<file path="src/rtl/serial_adder.sv">
// Bit-serial WIDTH-bit adder around one full-adder cell with a registered carry.
// Optional two's-complement overflow output: define SERIAL_ADDER_OVF_EN.
module serial_adder #(
  parameter int WIDTH = 8
) (
  input  logic             clk,
  input  logic             rst,
  input  logic             start,
  input  logic [WIDTH-1:0] a_in,
  input  logic [WIDTH-1:0] b_in,
  input  logic             cin,
  output logic             ready,
  output logic             busy,
  output logic             done,
  output logic [WIDTH-1:0] sum_out,
`ifdef SERIAL_ADDER_OVF_EN
  output logic             ovf,
`endif
  output logic             cout
);

  localparam int CW = $clog2(WIDTH);
  localparam logic [CW-1:0] LAST = CW'(WIDTH - 1);

  typedef enum logic [1:0] {
    S_IDLE,
    S_RUN,
    S_DONE
  } state_t;

  state_t           state;
  logic [WIDTH-1:0] sh_a;
  logic [WIDTH-1:0] sh_b;
  logic [WIDTH-1:0] res;
  logic             c;
  logic [CW-1:0]    cnt;

  logic             fa_a;
  logic             fa_b;
  logic             fa_ci;
  logic             fa_s;
  logic             fa_co;
  logic [WIDTH-1:0] res_nxt;

  assign fa_a  = sh_a[0];
  assign fa_b  = sh_b[0];
  assign fa_ci = c;

  always_comb begin
    fa_s  = fa_a ^ fa_b ^ fa_ci;
    fa_co = (fa_a & fa_b) | (fa_a & fa_ci) | (fa_b & fa_ci);
  end

  // new sum bit enters at the MSB; after WIDTH shifts bit 0 sits at the LSB
  assign res_nxt = (res >> 1) | {fa_s, {(WIDTH-1){1'b0}}};

  always_ff @(posedge clk) begin
    if (rst) begin
      state   <= S_IDLE;
      sh_a    <= '0;
      sh_b    <= '0;
      res     <= '0;
      c       <= 1'b0;
      cnt     <= '0;
      ready   <= 1'b1;
      busy    <= 1'b0;
      done    <= 1'b0;
      sum_out <= '0;
      cout    <= 1'b0;
`ifdef SERIAL_ADDER_OVF_EN
      ovf     <= 1'b0;
`endif
    end else begin
      unique case (state)
        S_IDLE: begin
          if (start) begin
            sh_a  <= a_in;
            sh_b  <= b_in;
            c     <= cin;
            res   <= '0;
            cnt   <= '0;
            ready <= 1'b0;
            busy  <= 1'b1;
            state <= S_RUN;
          end
        end
        S_RUN: begin
          sh_a <= sh_a >> 1;
          sh_b <= sh_b >> 1;
          res  <= res_nxt;
          c    <= fa_co;
          cnt  <= cnt + CW'(1);
          if (cnt == LAST) begin
            sum_out <= res_nxt;
            cout    <= fa_co;
`ifdef SERIAL_ADDER_OVF_EN
            ovf     <= c ^ fa_co;
`endif
            busy    <= 1'b0;
            done    <= 1'b1;
            state   <= S_DONE;
          end
        end
        S_DONE: begin
          done  <= 1'b0;
          ready <= 1'b1;
          state <= S_IDLE;
        end
        default: begin
          done  <= 1'b0;
          busy  <= 1'b0;
          ready <= 1'b1;
          state <= S_IDLE;
        end
      endcase
    end
  end

endmodule

</file>
<file path="config.mk">
export PLATFORM = sky130hd
export DESIGN_NAME = serial_adder
export DESIGN_NICKNAME = d
export VERILOG_FILES = /design/src/rtl/serial_adder.sv
export SDC_FILE = /design/constraint.sdc
export NUM_CORES = 1
export LEC_CHECK = 0
export ABC_AREA = 1
export CAP_MARGIN = 20
export CORE_MARGIN = 1
export CORE_UTILIZATION = 35
export DETAILED_ROUTE_END_ITERATION = 8
export GPL_ROUTABILITY_DRIVEN = 0
export PLACE_DENSITY = 0.56
export SYNTH_ARGS = -nofsm -noshare
export SYNTH_HDL_FRONTEND = slang
export SYNTH_SLANG_ARGS = --single-unit
</file>
<file path="constraint.sdc">
create_clock -name clk -period 1.2 [get_ports clk]
set_clock_uncertainty 0.1 [all_clocks]
set_input_delay 0.12 -clock clk [delete_from_list [all_inputs] [get_ports clk]]
set_output_delay 0.12 -clock clk [all_outputs]
set_load 0.02 [all_outputs]
</file>
==> impl_metrics.toml <==
[power_and_ir_drop]
cellPowerDensity_nw_per_um2 = 1180
p_int_w = 0.00237
clock_power_share_pct = 36.5
total_power_w = 0.00313
p_leak_nw = 1.16
switching_share_pct = 24.2
power_frac_comb_pct = 16.7
seqPwrFrac_pct = 46.7
p_switching_w = 0.000758
ir_worst_vdd_mv = 0.610

[placement]
hpwlAfterDp_mm = 2.83
dp_slack_ps = -228
port_buffers = 31
dpl_cell_area_um2 = 2310

[die]
rows = 25
die_h_um = 73.7
fp.dieW_um = 73.7
start_util_pct = 37.1
die-area_um2 = 5440
core-area_um2 = 4850
ios = 32

[sta]
rsz0062_at_grt = "true"
fin_crit_ps = 1290
fin_crit_sh_pct = 108
tns_ps = -982
maxSlewViolCount = 0
setup_viol = 20
max_freq_ghz = 0.774
timing.hold.ws_ps = 279
finalWorstSetupSlack_ps = -92.1
hold_viol = 0
slew-limit-headroom_pct = 85.8
tightest_slew_ps = 214

[global_routing]
grt_pass1_vias = 1616
grt_start_max_net_pins = 27
overflow = 0
grt_pass1_wl_mm = 7.17
grt_usage_pct = 17.3
antenna_found_initial = 0

[min_path]
hold_depth = 3
hp-class = "in2reg"

[worst_setup_path]
crit_path_start_kind = "flip-flop"
worstSetupEndpointType = "flip-flop"
path_cells = "ha_4 > ha_4 > inv_2 > nor2_4 > nand2_4 > clkinv_2 > nand2_1 > nand2_1"
critical_path_class = "reg2reg"
r2r.worst_path.cells = 8
required_ps = 1290
critPathMaxFanout = 4
critPathSlowestCell = "dfxtp_4"
critical-path-max-stage-delay_ps = 360
crit_arrival_ps = 1390

[logic_synthesis]
synthesis.nets = 272
yosysUniqueCellTypes = 18
avgSynthCellArea_um2 = 7.23
synth_seq_cells = 41
ys.flop_type = "dfxtp_1"
ys_top_cells_by_count = "nand3_1, nand2_1, dfxtp_1"
synthArstFlopShare_pct = 0
synth_warnings = 0
synth_top_cell_by_area = "dfxtp_1"
yosysMostFrequentCell = "nand3_1"
ys_seq_area_share_pct = 45.6
synth_edf_count = 0
syn_inst = 249
yosys-top-cells-area = "dfxtp_1, nand3_1, nand2_1"
synthesis.area_um2 = 1800
synth_top_area_share_pct = 45.6

[clock_network]
clock_latency_ps = 290
cts_made_buffers = 5
ctsHtreeMaxLevel = 2
cts_tree = "done"
clk_pin_slew_ps = 80
cts_sinks = 41
cts_hold_buf = 0
cts_buffer_depth = 2
root_buffer = "clkbuf_8"

[layout]
num-fill-cells = 484
synthToLayoutAreaGrowth_pct = 47.1
antenna_cells = 0
final_nets = 325
drive_gt1_share_pct = 25.4
design_area_um2 = 2650

[route]
routed_wirelength_mm = 4.26
ant_nets = 0
initialDrtViolationCount = 53
post_drt_via_cell_ratio = 4.56
vias = 1689
route.detailed.drc = 0
dr.pass1.iters = 4
wl_per_cell_um = 11.5

[outcome]
status = "finished with violations"
violations = "negative setup slack"

[flow_run]
maxCapViolations = 0
==> worst max-delay path: cells and delay by family, from the launching register on <==
family                     cells  cell delay, ps
adders and majority gates      2             310
buffers and inverters          2             160
and+or+nand+nor                4             250
DFF                            1             360
==> power groups by stage <==
stage          clock, W  sequential (W)  combinational (W)
6_report        0.00114         0.00146           0.000523
3_3_place_gp          0         0.00149           0.000428
5_1_grt         0.00124         0.00147           0.000579
4_1_cts         0.00118         0.00146           0.000473
3_5_place_dp          0         0.00149           0.000430
2_1_floorplan         0         0.00149           0.000264
==> placed cells by master (no fill, tap or decap) <==
cell type and count:
a21oi_1 16, a21oi_2 8, buf_12 5, buf_4 18
buf_6 5, bufinv_16 1, clkbuf_1 1, clkbuf_2 4
clkbuf_8 6, clkdlybuf4s15_1 7, clkdlybuf4s50_1 19, clkinv_2 1
clkinv_4 1, clkinvlp_4 2, dfxtp_1 35, dfxtp_2 5
dfxtp_4 1, dlygate4sd2_1 1, fa_2 1, ha_4 2
inv_1 28, inv_2 1, inv_4 2, nand2_1 43
nand2_2 7, nand2_4 2, nand2_8 2, nand3_1 60
nor2_1 12, nor2_2 1, nor2_4 2, o21a_1 1
o21ai_0 2, o21ai_1 1
==> state kept, by name (all words and copies together), names as in the netlist <==
register,count
c,1
sh_a,8
cout,1
sum_out,8
ready,1
sh_b,8
res,7
state,2
done,1
busy,1
cnt,3
==> layout make-up <==
type	instances	area, um2	area share (%)
well taps	67	83.8	3.16
clock buffers	7	86.3	3.26
repair buffers	59	581	21.9
flip-flops and latches	41	831	31.4
multi-input cells	160	887	33.5
clock inverters	1	30.0	1.13
inverters	33	138	5.20
repair inverters	2	12.5	0.472
==> worst paths after layout <==
check	startpoint	end	slack, ps
worst max-delay path	cnt[0]	sum_out[3]	-90
worst max register to register	cnt[0]	sum_out[3]	-90
worst min register to register	ready	ready	350
worst min-delay path	a_in[7]	sh_a[7]	280
==> logic make-up (layout without fill, tap and decap cells) <==
family,count (synthesis),after routing,share of synthesized area (%)
AND/OR/NAND/NOR,129,129,31.9
buffers and inverters,48,102,12.1
flip-flops,41,41,45.6
adder cells (fa/ha/maj),3,3,2.50
AO/OA/AOI/OAI,28,28,7.92
==> layer usage <==
layer  share of wire, %  global-route usage, %  vias to the layer above
met1                 48                   21.9                      759
met3                3.7                   4.66                        6
li1                   -                      -                      900
met2                 47                   28.6                       24
met5                  0                      0                        -
met4                1.1                   5.13                        0
==> what timing repair did <==
action                     in CTS  in global routing
buffers inserted                5                  3
gates cloned                    1                  1
setup endpoints to repair      50                 47
gates resized for setup        35                 40
pin swaps                       6                 10
==> stage by stage <==
stage               utilization (%)  cells
floorplan                         -    249
global placement               47.6    353
detailed placement             47.6    353
CTS                            52.2    367
global route                   54.6    370
finish                         54.6    370
(Power assumes the default switching activity.)
